$ cat config.mk
export PLATFORM = sky130hd
export DESIGN_NAME = keypad_divider_top
export DESIGN_NICKNAME = d
export VERILOG_FILES = /design/src/rtl/keypad_divider_top.sv
export SDC_FILE = /design/constraint.sdc
export NUM_CORES = 1
export LEC_CHECK = 0
export BUFFER_PORTS_ARGS = -buffer_cell sky130_fd_sc_hd__buf_2
export CORE_MARGIN = 4
export CORE_UTILIZATION = 59
export CTS_CLUSTER_DIAMETER = 60
export DETAILED_ROUTE_END_ITERATION = 16
export MAX_ROUTING_LAYER = met4
export PLACE_DENSITY = 0.85
export SETUP_SLACK_MARGIN = 0.02
export SLEW_MARGIN = 5
export SYNTH_ARGS = -nofsm -noshare
export SYNTH_HDL_FRONTEND = slang
export SYNTH_SLANG_ARGS = --single-unit
export TNS_END_PERCENT = 5
$ cat constraint.sdc
create_clock -name clk_27mhz -period 3.7 [get_ports clk_27mhz]
set_clock_uncertainty 0.15 [all_clocks]
set_input_delay 0.185 -clock clk_27mhz [delete_from_list [all_inputs] [get_ports clk_27mhz]]
set_output_delay 0.185 -clock clk_27mhz [all_outputs]
set_load 0.02 [all_outputs]
$ cat src/rtl/keypad_divider_top.sv
// keypad_divider_top -- 8-bit hex divider calculator.
//
// Purpose:
//   Two 2-digit hex operands are typed on a 4x4 keypad. A sequential restoring
//   divider produces the quotient and remainder, and a 4-digit multiplexed
//   7-segment display shows the operands or the selected result.
//
// Ports:
//   clk_27mhz      in   system clock
//   reset_n        in   asynchronous active-low reset
//   keypad_rows    in   [3:0] keypad rows, active-low, idle 4'b1111
//   keypad_cols    out  [3:0] column drive, one-hot active-low
//   btn_div        in   operand A done, start operand B
//   btn_quot       in   divide and show the quotient
//   btn_rem        in   divide and show the remainder
//   btn_clear      in   clear everything
//   segmentos_out  out  [7:0] {dp,g,f,e,d,c,b,a}, active-low
//   anodos_out     out  [3:0] digit enables, active-low, bit 0 = rightmost
//
// Build option:
//   DIV0_ERR_EN  when defined, a divide by zero shows "Err" until cleared.
//                When undefined, it yields quotient FF and remainder = dividend.

module keypad_divider_top #(
  parameter int SCAN_CYCLES     = 27_000,
  parameter int DEBOUNCE_CYCLES = 270_000,
  parameter int REFRESH_CYCLES  = 27_000
) (
  input  logic       clk_27mhz,
  input  logic       reset_n,
  input  logic [3:0] keypad_rows,
  output logic [3:0] keypad_cols,
  input  logic       btn_div,
  input  logic       btn_quot,
  input  logic       btn_rem,
  input  logic       btn_clear,
  output logic [7:0] segmentos_out,
  output logic [3:0] anodos_out
);

  localparam int SCW = $clog2(SCAN_CYCLES + 1);
  localparam int DBW = $clog2(DEBOUNCE_CYCLES + 1);
  localparam int RFW = $clog2(REFRESH_CYCLES + 1);

  // ---------------------------------------------------------------- sync
  logic [3:0] rows_m_q, rows_s_q;
  logic [3:0] btn_m_q, btn_s_q;   // {clear, rem, quot, div}

  always_ff @(posedge clk_27mhz or negedge reset_n) begin
    if (!reset_n) begin
      rows_m_q <= 4'hF;
      rows_s_q <= 4'hF;
      btn_m_q  <= 4'h0;
      btn_s_q  <= 4'h0;
    end else begin
      rows_m_q <= keypad_rows;
      rows_s_q <= rows_m_q;
      btn_m_q  <= {btn_clear, btn_rem, btn_quot, btn_div};
      btn_s_q  <= btn_m_q;
    end
  end

  // ----------------------------------------------------- button debounce
  logic [3:0] btn_pulse;

  for (genvar gi = 0; gi < 4; gi++) begin : g_btn
    logic [DBW-1:0] cnt_q;
    logic           lvl_q;
    logic           pulse_q;

    always_ff @(posedge clk_27mhz or negedge reset_n) begin
      if (!reset_n) begin
        cnt_q   <= '0;
        lvl_q   <= 1'b0;
        pulse_q <= 1'b0;
      end else begin
        pulse_q <= 1'b0;
        if (btn_s_q[gi] == lvl_q) begin
          cnt_q <= '0;
        end else if (cnt_q == DBW'(DEBOUNCE_CYCLES - 1)) begin
          cnt_q   <= '0;
          lvl_q   <= btn_s_q[gi];
          pulse_q <= btn_s_q[gi];   // only the accepted rising edge pulses
        end else begin
          cnt_q <= cnt_q + 1'b1;
        end
      end
    end

    assign btn_pulse[gi] = pulse_q;
  end

  // Only the highest-priority button acts in a given cycle.
  logic clr_p, div_p, quot_p, rem_p;
  assign clr_p  = btn_pulse[3];
  assign div_p  = btn_pulse[0] & ~clr_p;
  assign quot_p = btn_pulse[1] & ~clr_p & ~btn_pulse[0];
  assign rem_p  = btn_pulse[2] & ~clr_p & ~btn_pulse[0] & ~btn_pulse[1];

  // ----------------------------------------------------- keypad scanner
  typedef enum logic [1:0] {K_SCAN, K_DEB, K_REL} kstate_e;

  kstate_e        kst_q;
  logic [1:0]     col_q;
  logic [SCW-1:0] scan_cnt_q;
  logic [DBW-1:0] kdeb_cnt_q;
  logic [3:0]     krow_q;
  logic           key_vld_q;
  logic [3:0]     key_val_q;

  function automatic logic [3:0] key_decode(input logic [3:0] rows_n, input logic [1:0] col);
    logic [1:0] row;
    logic [3:0] k;
    if (!rows_n[0])      row = 2'd0;
    else if (!rows_n[1]) row = 2'd1;
    else if (!rows_n[2]) row = 2'd2;
    else                 row = 2'd3;
    case ({row, col})
      4'h0: k = 4'h1;  4'h1: k = 4'h2;  4'h2: k = 4'h3;  4'h3: k = 4'hA;
      4'h4: k = 4'h4;  4'h5: k = 4'h5;  4'h6: k = 4'h6;  4'h7: k = 4'hB;
      4'h8: k = 4'h7;  4'h9: k = 4'h8;  4'hA: k = 4'h9;  4'hB: k = 4'hC;
      4'hC: k = 4'hE;  4'hD: k = 4'h0;  4'hE: k = 4'hF;  default: k = 4'hD;
    endcase
    return k;
  endfunction

  // The column is held still from the first low row until the key has been
  // released and stable, so the decoded column always matches the row.
  always_ff @(posedge clk_27mhz or negedge reset_n) begin
    if (!reset_n) begin
      kst_q      <= K_SCAN;
      col_q      <= 2'd0;
      scan_cnt_q <= '0;
      kdeb_cnt_q <= '0;
      krow_q     <= 4'hF;
      key_vld_q  <= 1'b0;
      key_val_q  <= 4'h0;
    end else begin
      key_vld_q <= 1'b0;
      case (kst_q)
        K_SCAN: begin
          if (rows_s_q != 4'hF) begin
            kst_q      <= K_DEB;
            kdeb_cnt_q <= '0;
            krow_q     <= rows_s_q;
            scan_cnt_q <= '0;
          end else if (scan_cnt_q == SCW'(SCAN_CYCLES - 1)) begin
            scan_cnt_q <= '0;
            col_q      <= col_q + 2'd1;
          end else begin
            scan_cnt_q <= scan_cnt_q + 1'b1;
          end
        end
        K_DEB: begin
          if (rows_s_q == 4'hF) begin
            kst_q <= K_SCAN;                    // bounce or stale row: resume scanning
          end else if (rows_s_q != krow_q) begin
            krow_q     <= rows_s_q;             // pattern changed: restart stability window
            kdeb_cnt_q <= '0;
          end else if (kdeb_cnt_q == DBW'(DEBOUNCE_CYCLES - 1)) begin
            key_vld_q  <= 1'b1;
            key_val_q  <= key_decode(rows_s_q, col_q);
            kst_q      <= K_REL;
            kdeb_cnt_q <= '0;
          end else begin
            kdeb_cnt_q <= kdeb_cnt_q + 1'b1;
          end
        end
        K_REL: begin
          if (rows_s_q != 4'hF) begin
            kdeb_cnt_q <= '0;
          end else if (kdeb_cnt_q == DBW'(DEBOUNCE_CYCLES - 1)) begin
            kst_q      <= K_SCAN;
            kdeb_cnt_q <= '0;
          end else begin
            kdeb_cnt_q <= kdeb_cnt_q + 1'b1;
          end
        end
        default: kst_q <= K_SCAN;
      endcase
    end
  end

  assign keypad_cols = ~(4'b0001 << col_q);

  // ------------------------------------------------- calculator + divider
  typedef enum logic [1:0] {ENTER_A, ENTER_B, DIVIDING, SHOW} state_e;

  state_e     state_q;
  logic [7:0] num1_q, num2_q;
  logic [7:0] quo_q, rem_q;      // quo_q starts as the dividend and shifts into the quotient
  logic [3:0] div_cnt_q;
  logic       sel_rem_q;
`ifdef DIV0_ERR_EN
  logic       err_q;
`endif

  logic [8:0] div_shift;
  logic [7:0] div_diff;
  logic       div_ge;
  assign div_shift = {rem_q, quo_q[7]};
  assign div_ge    = (div_shift >= {1'b0, num2_q});
  // When the subtraction is taken the difference is below the divisor, so 8 bits suffice.
  assign div_diff  = div_shift[7:0] - num2_q;

  always_ff @(posedge clk_27mhz or negedge reset_n) begin
    if (!reset_n) begin
      state_q   <= ENTER_A;
      num1_q    <= 8'h00;
      num2_q    <= 8'h00;
      quo_q     <= 8'h00;
      rem_q     <= 8'h00;
      div_cnt_q <= 4'd0;
      sel_rem_q <= 1'b0;
`ifdef DIV0_ERR_EN
      err_q     <= 1'b0;
`endif
    end else if (clr_p) begin
      state_q   <= ENTER_A;
      num1_q    <= 8'h00;
      num2_q    <= 8'h00;
      sel_rem_q <= 1'b0;
`ifdef DIV0_ERR_EN
      err_q     <= 1'b0;
`endif
    end else begin
      case (state_q)
        ENTER_A: begin
          if (div_p) begin
            state_q <= ENTER_B;
            num2_q  <= 8'h00;
          end else if (key_vld_q) begin
            num1_q <= {num1_q[3:0], key_val_q};
          end
        end
        ENTER_B: begin
          if (quot_p || rem_p) begin
            sel_rem_q <= rem_p;
            quo_q     <= num1_q;
            rem_q     <= 8'h00;
            div_cnt_q <= 4'd0;
            state_q   <= DIVIDING;
          end else if (key_vld_q) begin
            num2_q <= {num2_q[3:0], key_val_q};
          end
        end
        DIVIDING: begin
          if (num2_q == 8'h00) begin
            quo_q   <= 8'hFF;
            rem_q   <= num1_q;
            state_q <= SHOW;
`ifdef DIV0_ERR_EN
            err_q   <= 1'b1;
`endif
          end else if (div_cnt_q == 4'd8) begin
            state_q <= SHOW;                    // ninth clock: completion
          end else begin
            if (div_ge) begin
              rem_q <= div_diff;
              quo_q <= {quo_q[6:0], 1'b1};
            end else begin
              rem_q <= div_shift[7:0];
              quo_q <= {quo_q[6:0], 1'b0};
            end
            div_cnt_q <= div_cnt_q + 4'd1;
          end
        end
        SHOW: begin
          if (quot_p)     sel_rem_q <= 1'b0;
          else if (rem_p) sel_rem_q <= 1'b1;
        end
        default: state_q <= ENTER_A;
      endcase
    end
  end

  // ------------------------------------------------------------ display
  function automatic logic [6:0] hex_font(input logic [3:0] n);
    logic [6:0] s;
    case (n)
      4'h0: s = 7'h40; 4'h1: s = 7'h79; 4'h2: s = 7'h24; 4'h3: s = 7'h30;
      4'h4: s = 7'h19; 4'h5: s = 7'h12; 4'h6: s = 7'h02; 4'h7: s = 7'h78;
      4'h8: s = 7'h00; 4'h9: s = 7'h10; 4'hA: s = 7'h08; 4'hB: s = 7'h03;
      4'hC: s = 7'h46; 4'hD: s = 7'h21; 4'hE: s = 7'h06; default: s = 7'h0E;
    endcase
    return s;
  endfunction

  logic [RFW-1:0] ref_cnt_q;
  logic [1:0]     slot_q;
  logic [7:0]     seg_q, seg_d, seg_norm;
  logic [3:0]     an_q, an_d;
  logic [3:0]     disp_nib;
  logic           disp_blank, disp_dp;
  logic [7:0]     result;

  assign result = sel_rem_q ? rem_q : quo_q;

  always_comb begin
    disp_nib   = 4'h0;
    disp_blank = 1'b1;
    disp_dp    = 1'b0;
    case (state_q)
      ENTER_A: begin
        if (slot_q == 2'd0)      begin disp_nib = num1_q[3:0]; disp_blank = 1'b0; end
        else if (slot_q == 2'd1) begin disp_nib = num1_q[7:4]; disp_blank = 1'b0; end
      end
      ENTER_B, DIVIDING: begin
        disp_blank = 1'b0;
        case (slot_q)
          2'd0:    disp_nib = num2_q[3:0];
          2'd1:    disp_nib = num2_q[7:4];
          2'd2:    disp_nib = num1_q[3:0];
          default: disp_nib = num1_q[7:4];
        endcase
      end
      SHOW: begin
        if (slot_q == 2'd0) begin
          disp_nib   = result[3:0];
          disp_blank = 1'b0;
          disp_dp    = sel_rem_q;
        end else if (slot_q == 2'd1) begin
          disp_nib   = result[7:4];
          disp_blank = 1'b0;
        end
      end
      default: ;
    endcase
  end

  assign seg_norm = disp_blank ? 8'hFF : {~disp_dp, hex_font(disp_nib)};

`ifdef DIV0_ERR_EN
  // "Err" overrides the result until a clear.
  always_comb begin
    seg_d = seg_norm;
    if (state_q == SHOW && err_q) begin
      case (slot_q)
        2'd3:    seg_d = 8'hFF;
        2'd2:    seg_d = 8'b1000_0110;
        default: seg_d = 8'b1010_1111;
      endcase
    end
  end
`else
  assign seg_d = seg_norm;
`endif

  assign an_d = ~(4'b0001 << slot_q);

  always_ff @(posedge clk_27mhz or negedge reset_n) begin
    if (!reset_n) begin
      ref_cnt_q <= '0;
      slot_q    <= 2'd0;
      an_q      <= 4'hF;
      seg_q     <= 8'hFF;
    end else begin
      if (ref_cnt_q == RFW'(REFRESH_CYCLES - 1)) begin
        ref_cnt_q <= '0;
        slot_q    <= slot_q + 2'd1;
      end else begin
        ref_cnt_q <= ref_cnt_q + 1'b1;
      end
      an_q  <= an_d;
      seg_q <= seg_d;
    end
  end

  assign anodos_out    = an_q;
  assign segmentos_out = seg_q;

endmodule

# Yosys cells after proc, flatten, opt, wreduce, memory -nomap -nowiden

Memories as Yosys holds them, arrays and structs flattened. A register that Yosys moved wholly into a read port is not among the register bits.
Index checks and enable logic that the tools add are counted.

Order comparisons: 1
Reductions and logical operators: 31
Add/subtract/negate cells: 11
Equality and inequality tests: 40
Shift operators: 2
Mux-type cells: 94
Bitwise logic cells: 19

Operator list:

| operator              | number |
|---|---|
| $mux 19               | 13 |
| $mux 8                | 17 |
| $add 19x1->19 const B | 5 |
| $eq 19x19->1 const B  | 5 |
| $pmux 19 s3           | 1 |
| $pmux 8 s2            | 3 |
| $mux 15               | 3 |
| $mux 4                | 10 |
| $mux 2                | 17 |
| $add 15x1->15 const B | 2 |
| $eq 15x15->1 const B  | 2 |
| $pmux 4 s3            | 2 |
| $mux 1                | 22 |
| $ne 3x3->1 const B    | 7 |
| $reduce_and 4->1      | 5 |
| $ne 2x2->1 const B    | 9 |
| $pmux 4 s2            | 2 |
| $ne 4x4->1 const B    | 3 |
| $pmux 2 s3            | 2 |
| $reduce_and 3->1      | 4 |
| $not 1->1             | 11 |
| $reduce_and 5->1      | 2 |
| $ge 9x8->1            | 1 |
| $reduce_bool 3->1     | 3 |
| other kinds (20)      | 47 |

Input bits: 10
Bits in read-only memories: 176
Bits in registers: 211
Memories kept: 2
Logic and storage cells: 233

Memory list:

| name             | words | bits a word | read ports | clocked after Yosys merged registers in | write ports | RTL line | RTL |
|---|---|---|---|---|---|---|---|
| (name not given) | 16    | 7           | 1          | 0                                       | 0           | 280      | `case (n)` |
| (name not given) | 16    | 4           | 1          | 1                                       | 0           | 118      | `case ({row, col})` |

# Longest topological paths before layout

Gate-level depths: netlist of run 1.

Depth in word-level cells: 8
Gate-level depth with buffers: 13

# Worst setup path before layout of run 1

Ideal clock, no wire load.

Path type: register to register
From: reg slot_q[0]
To: reg seg_q[1], in the netlist segmentos_out[1]
Cell stages (with the launch flop): 13
Setup slack: 0.991 ns
Data arrival time: 2.474 ns
Setup time: 0.085 ns
Clock period less this slack: 2.709 ns
Cells stage by stage: dfrtp_1 inv_1 ha_1 buf_2 a222oi_1 nand2_1 o21ai_0 o21ai_0 inv_1 ha_1 inv_1 mux2_2 o221ai_1

Word-level cells in the longest chain between the ends: 6
Elaborated cells between the ends (all ways): 14
Classes of those cells: eq/ne (2); mux (10); reduce/logical (1); memory (1)

Ends and longest elaborated chain:

| element                          | RTL line      | RTL |
|---|---|---|
| from (decl)                      | 290           | `logic [1:0] slot_q;` |
| from (signal assigned)           | 360           | `slot_q <= slot_q + 2'd1;` |
| $eq 2x1->1                       | 306, 310, 322 |  |
| $mux 4, on equally long branches | 322, 306      |  |
| $mux 4, on equally long branches | 318, 305      |  |
| $pmux 4 s3                       | 303           | `case (state_q)` |
| $mem_v2 16x7                     | n/a           |  |
| $mux 8 *                         | 331           | `assign seg_norm = disp_blank ? 8'hFF : {~disp_dp, hex_font(disp_nib)};` |
| net seg_d[1]                     | 291           | `logic [7:0] seg_q, seg_d, seg_norm;` |
| to (signal assigned)             | 365           | `seg_q <= seg_d;` |
| to (decl)                        | 291           |  |

The timed path passes the listed nets; every way through them passes the cells marked *.
A chain may end at the register's enable or synchronous reset.

# Worst setup path in the final report of run 1

Same ends and word-level chain as after synthesis.

==> results of run 1 <==
## metrics by stage
step / util [%] / total power, mW / setup WS (ps) / area, sq um / hold slack (ps)
2_1_floorplan: - / 2.72 / 991 / 11300 / -261
3_3_place_gp: 61.8 / 2.81 / 655 / 11600 / 137
3_5_place_dp: 61.8 / 2.82 / 503 / 11600 / 139
4_1_cts: 66.6 / 5.22 / 506 / 12500 / 141
5_1_grt: 66.6 / 5.37 / 264 / 12500 / 167
6_report: 66.6 / 5.18 / 451 / 12500 / 133
## worst register-to-register path: cells and delay by family, from the launching register on
| family | cells | cell delay, ps |
|---|---|---|
| multiplexers | 1 | 250 |
| flip-flops | 1 | 410 |
| adder cells (fa/ha/maj) | 2 | 830 |
| AO/OA/AOI/OAI | 4 | 1050 |
| AND/OR/NAND/NOR | 1 | 90 |
| buffers and inverters | 3 | 380 |
## path summary, 6_finish.rpt
kind                            startpoint  slack [ps]                  to  depth (start not counted)
worst max-delay path             slot_q[0]         450    segmentos_out[1]                         11
worst min-delay path               reset_n         130  g_btn[1].cnt_q[16]                          2
worst max register to register   slot_q[0]         450    segmentos_out[1]                         11
worst min register to register  btn_m_q[0]         200          btn_s_q[0]                          0
max in group asynchronous          reset_n        2270    segmentos_out[4]                          3
min in group clk_27mhz             btn_rem         170          btn_m_q[2]                          2
## cell type report
| cell class | instances | area, sq um |
|---|---|---|
| well taps | 234 | 293 |
| clock inverters | 13 | 178 |
| flip-flops and latches | 215 | 5410 |
| repair buffers | 42 | 285 |
| clock buffers | 29 | 618 |
| fillers | 1393 | 6270 |
| multi-input cells | 859 | 5490 |
| inverters | 59 | 221 |
## cell families (layout without fill, tap and decap cells)
family                   Yosys count  after routing  synth area share [%]
AO/OA/AOI/OAI                    193            193                  11.0
XOR/XNOR                         100            100                  7.76
adder cells (fa/ha/maj)           43             43                  4.84
buffers and inverters             95            143                  3.44
flip-flops                       215            215                  48.0
multiplexers                      39             39                  3.59
AND/OR/NAND/NOR                  484            484                  21.4
## routing by layer
layer / vias to the layer above / GRT usage (%)
li1: 4140 / -
met1: 4185 / 29.8
met2: 261 / 36.0
met3: 46 / 3.69
met4: 0 / 6.35
met5: - / -
## where the power goes
| group | internal (mW) | switching [mW] |
|---|---|---|
| Clock | 1.47 | 0.925 |
| Sequential | 2.42 | 0.0452 |
| Combinational | 0.120 | 0.200 |
| Total | 4.01 | 1.17 |
## synth_stat cells (4+ instances only)
master / n
nand2b_1: 7
mux2_2: 12
buf_2: 9
nand2_1: 107
nor3_1: 15
a21oi_1: 31
a211oi_1: 5
nor2b_1: 11
nand3_1: 57
ha_1: 42
nand4_1: 35
dfstp_2: 24
o31ai_1: 7
nor2_2: 4
o211ai_1: 9
and2_1: 6
o21ai_0: 81
nand3b_1: 7
nor4_1: 6
xnor2_1: 47
o22ai_1: 9
a22o_1: 8
and4_1: 4
nor2_1: 151
or3_1: 17
mux2i_1: 27
and3_1: 25
inv_1: 59
dfrtp_1: 191
a21o_1: 5
nor4b_1: 6
clkbuf_1: 20
xor2_1: 53
nor3b_1: 5
## registers in the layout, indices dropped and copies added, names as in the netlist, 2 cells and up
signal / cells
anodos_out: 4
btn_m_q: 4
btn_s_q: 4
col_q: 2
div_cnt_q: 4
g_btn.cnt_q: 76
g_btn.lvl_q: 4
g_btn.pulse_q: 3
kdeb_cnt_q: 19
key_val_q: 4
krow_q: 4
kst_q: 2
num1_q: 8
num2_q: 8
quo_q: 8
ref_cnt_q: 15
rem_q: 8
rows_m_q: 4
rows_s_q: 4
scan_cnt_q: 15
segmentos_out: 8
slot_q: 2
state_q: 2
==> flow_metrics.tcl, run 1 <==
set metrics [dict create \
    portBuffers 25 \
    gp_congestion 0.920 \
    crit_arrival_ps 3520 \
    ys_types 78 \
    hpwlAfterDp_mm 15.3 \
    p_per_area_mw_per_mm2 415 \
    syn_area_sq_mm 0.0113 \
    hold_viol 0 \
    yosysWarnings 0 \
    cts_setup_buffers 0 \
    htreeDepth 1 \
    finalSetupViolations 0 \
    clkTransAtPathRegs_ps 60 \
    crit_family "compound AO/OA/AOI/OAI gates" \
    crit_required_ps 3970 \
    hold_class "input port to asynchronous set/reset pin" \
    die_h_um 146 \
    final.setup.tns_ps 0 \
    ys_ff_latch 215 \
    num_vias 8632 \
    nNetsFinal 1253 \
    synth-edff-count 0 \
    grt_overflow 0 \
    dr_wl_met3_mm 1.40 \
    drt_wl_total_mm 23.1 \
    cp_max_fo 17 \
    cts_buffers 23 \
    grt.total_usage_pct 22.4 \
    drt-pass1-iter-count 6 \
    antennaDiodeCount 0 \
    clkLatencyLatePin_ps 510 \
    grt_pass1_wl_mm 40.1 \
    route.met2.wl_mm 11.2 \
    syn_area_per_cell_sq_um 9.65 \
    synth_nets 1222 \
    die_x_um 146 \
    yosys_most_used_dff "dfrtp_1" \
    grt_pass1_vias 8428 \
    ir_drop_mv 0.361 \
    crit_buf_inv 3 \
    final_layout_size_suffix_gt1_share_pct 10.7 \
    p_leak_nw 5.40 \
    layout_common_cells "dfrtp_1, nor2_1, nand2_1" \
    syn_to_final_growth_pct 10.8 \
    drcViolationCount 0 \
    finalMaxSlewViolations 0 \
    cts_tree "built" \
    cts-resized-gates 0 \
    routedWlPerCell_um 15.9 \
    layout.cells.non_filler 1451 \
    start_kind "flop" \
    seq_area_frac_synth_pct 48.0 \
    cpMaxStageDelayCell "o21ai_0" \
    slowest_delay_ps 590 \
    viasPerCell 5.95 \
    drt-initial-drc-count 671 \
    slew-limit-headroom_pct 36.1 \
    crit_path_frequent_cell "inv_1" \
    die_area_sq_mm 0.0214 \
    dp.cells 1400 \
    worst-setup-path-type "flop to flop" \
    initial_core_util_pct 60.1 \
    min_period_ps 3250 \
    min_period_over_period_pct 87.8 \
    cts_buffer_depth 3 \
    core_area_sq_mm 0.0188 \
    cts_root_buf "clkbuf_16" \
    met1Wirelength_mm 9.98 \
    cts_hold_buf 9 \
    synth_top_area_share_pct 42.4 \
    layout.cells.most_common "dfrtp_1" \
    crit_chain "inv_1, ha_1, a222oi_1, nand2_1, o21ai_0, o21ai_0, inv_1, ha_1, inv_1, mux2_2, o221ai_1" \
    grt_max_degree 111 \
    detail-route-antenna-nets 0 \
    row_count 50 \
    worst_slew_pin_slew_ps 951 \
    top_layer "met4" \
    antenna_found_initial 0 \
    netlist_instances 1169 \
    status "completed" \
    yosys-top-cells-area "dfrtp_1, dfstp_2, nor2_1, ha_1, xor2_1" \
    yosys.area.top_type "dfrtp_1" \
    maxCapViolCount 0 \
    rsz0062_at_grt "false" \
    clock-sinks 215 \
    cp-end-kind "flop" \
    fmax_mhz 308 \
    io_pins 26 \
    synthArstFlopShare_pct 100 \
]
No activity file was read; power rests on OpenSTA's default activity.
==> run 2: changes to the inputs <==
- RECOVER_POWER: unset -> 50
==> run 2 against run 1 <==
The flow now finishes with violations (capacitance limit, slew limit). Critical path type unchanged. Sequential power about the same. Die area unchanged. Flip-flop and latch count unchanged. Cell count unchanged. Via count down 0.13%. Largest power group unchanged. Maximum frequency down 0.18%.
==> flow_metrics.tcl, run 2 (synthesized netlist as in run 1, its figures left out) <==
set metrics [dict create \
    r2r_cells 11 \
    violations "capacitance limit, slew limit" \
    p_per_area_mw_per_mm2 416 \
    portBuffers 25 \
    layout_common_cells "dfrtp_1, nor2_1, nand2_1" \
    largest_register_ffs 76 \
    stdcell_area_sq_mm 0.0125 \
    grt_max_degree 111 \
    viasPerCell 5.94 \
    hpwlAfterDp_mm 15.3 \
    maxCapViolCount 1 \
    fill_cells 1402 \
    antennaDiodeCount 0 \
    initial_core_util_pct 60.1 \
    rsz0062_at_grt "false" \
    cts_root_buf "clkbuf_16" \
    nNetsFinal 1253 \
    min_period_over_period_pct 88.0 \
    cpMaxStageDelayCell "o21ai_0" \
    hold_class "input port to flop" \
    syn_to_final_growth_pct 10.5 \
    drt-initial-drc-count 737 \
    min_period_ps 3250 \
    p_comb_share_pct 6.1 \
    clkTransAtPathRegs_ps 60 \
    finalSetupViolations 0 \
    cts_tree "built" \
    internal_power_mw 4.01 \
    worst_slew_pin_slew_ps 2590 \
    crit_family "compound AO/OA/AOI/OAI gates" \
    slowest_delay_ps 590 \
    grt.total_usage_pct 22.4 \
    slew-limit-headroom_pct -72.7 \
    layout.cells.most_common "dfrtp_1" \
    routedWlPerCell_um 15.9 \
    reg.largest.list "g_btn.cnt_q (76), kdeb_cnt_q (19)" \
    min_path_cells 2 \
    antenna_found_initial 0 \
    drt_wl_total_mm 23.0 \
    crit_buf_inv 3 \
    cts_buffer_depth 3 \
    cp_max_fo 17 \
    ir_drop_mv 0.359 \
    grt_pass1_vias 8428 \
    row_count 50 \
    cp-end-kind "flop" \
    worst-setup-path-type "flop to flop" \
    clock-sinks 215 \
    drcViolationCount 0 \
    die_h_um 146 \
    crit_required_ps 3970 \
    cts_buffers 23 \
    htreeDepth 1 \
    crit_path_frequent_cell "inv_1" \
    hold_viol 0 \
    drt-pass1-iter-count 5 \
    final.setup.tns_ps 0 \
    status "finished with violations" \
    placed_area_sq_mm 0.0116 \
    clkLatencyLatePin_ps 510 \
    die_x_um 146 \
    start_kind "flop" \
    grt_pass1_wl_mm 40.1 \
    core_area_sq_mm 0.0188 \
    final_layout_size_suffix_gt1_share_pct 9.61 \
    io_pins 26 \
    cp.depth 11 \
    regMostFlops "g_btn.cnt_q" \
    die_area_sq_mm 0.0214 \
    gp_congestion 0.920 \
    detail-route-antenna-nets 0 \
    switching_share_pct 22.6 \
    p_sw_mw 1.17 \
    num_vias 8621 \
    fmax_mhz 307 \
    p_leak_nw 5.36 \
    crit_arrival_ps 3520 \
    pwr-share-seq_pct 47.6 \
    clkPwrFrac_pct 46.2 \
    crit_chain "inv_1, ha_1, a222oi_1, nand2_1, o21ai_0, o21ai_0, inv_1, ha_1, inv_1, mux2_2, o221ai_1" \
    finalMaxSlewViolations 111 \
    grt_overflow 0 \
]
run 2: layout make-up:
type / instances / area (sq um) / area share [%]
Clock inverter: 13 / 178 / 1.43
Clock buffer: 29 / 618 / 4.96
Inverter: 59 / 221 / 1.78
Sequential cell: 215 / 5410 / 43.4
Multi-Input combinational cell: 859 / 5490 / 44.0
Tap cell: 234 / 293 / 2.35
Timing Repair Buffer: 42 / 254 / 2.04
run 2: layer usage:
metal,global-route usage [%],wire (um)
met1,29.8,9920
met2,36.0,11300
met3,3.69,1410
met4,6.35,435
met5,-,0
run 2: timing repair:
item / 4_1_cts / 5_1_grt
hold buffers: 9 / 0
gates resized for setup: 0 / 0
setup buffers: 0 / 0
hold endpoints to repair: 106 / 0
run 2: through the flow:
step	util (%)	setup WS, ps	hold slack [ps]	std cells	power (mW)
global placement	61.8	655	137	1400	2.81
floorplan	-	991	-261	1169	2.72
global route	66.4	135	167	1451	5.37
finish	66.4	445	166	1451	5.18
CTS	66.6	506	141	1451	5.22
detailed placement	61.8	503	139	1400	2.82
run 2: power groups by stage:
stage / logic, mW / clock network [mW] / registers, mW
2_1_floorplan: 0.222 / 0 / 2.49
3_3_place_gp: 0.303 / 0 / 2.50
3_5_place_dp: 0.313 / 0 / 2.51
4_1_cts: 0.325 / 2.43 / 2.47
5_1_grt: 0.361 / 2.54 / 2.47
6_report: 0.318 / 2.39 / 2.47
run 2: worst paths after layout:
path,startpoint,to,slack (ps)
min in group asynchronous,reset_n,g_btn[1].cnt_q[16],850
max in group asynchronous,reset_n,g_btn[0].cnt_q[14],720
max reg2reg,slot_q[0],segmentos_out[1],450
min reg2reg,btn_m_q[0],btn_s_q[0],200
max,slot_q[0],segmentos_out[1],450
min,btn_quot,btn_m_q[1],170
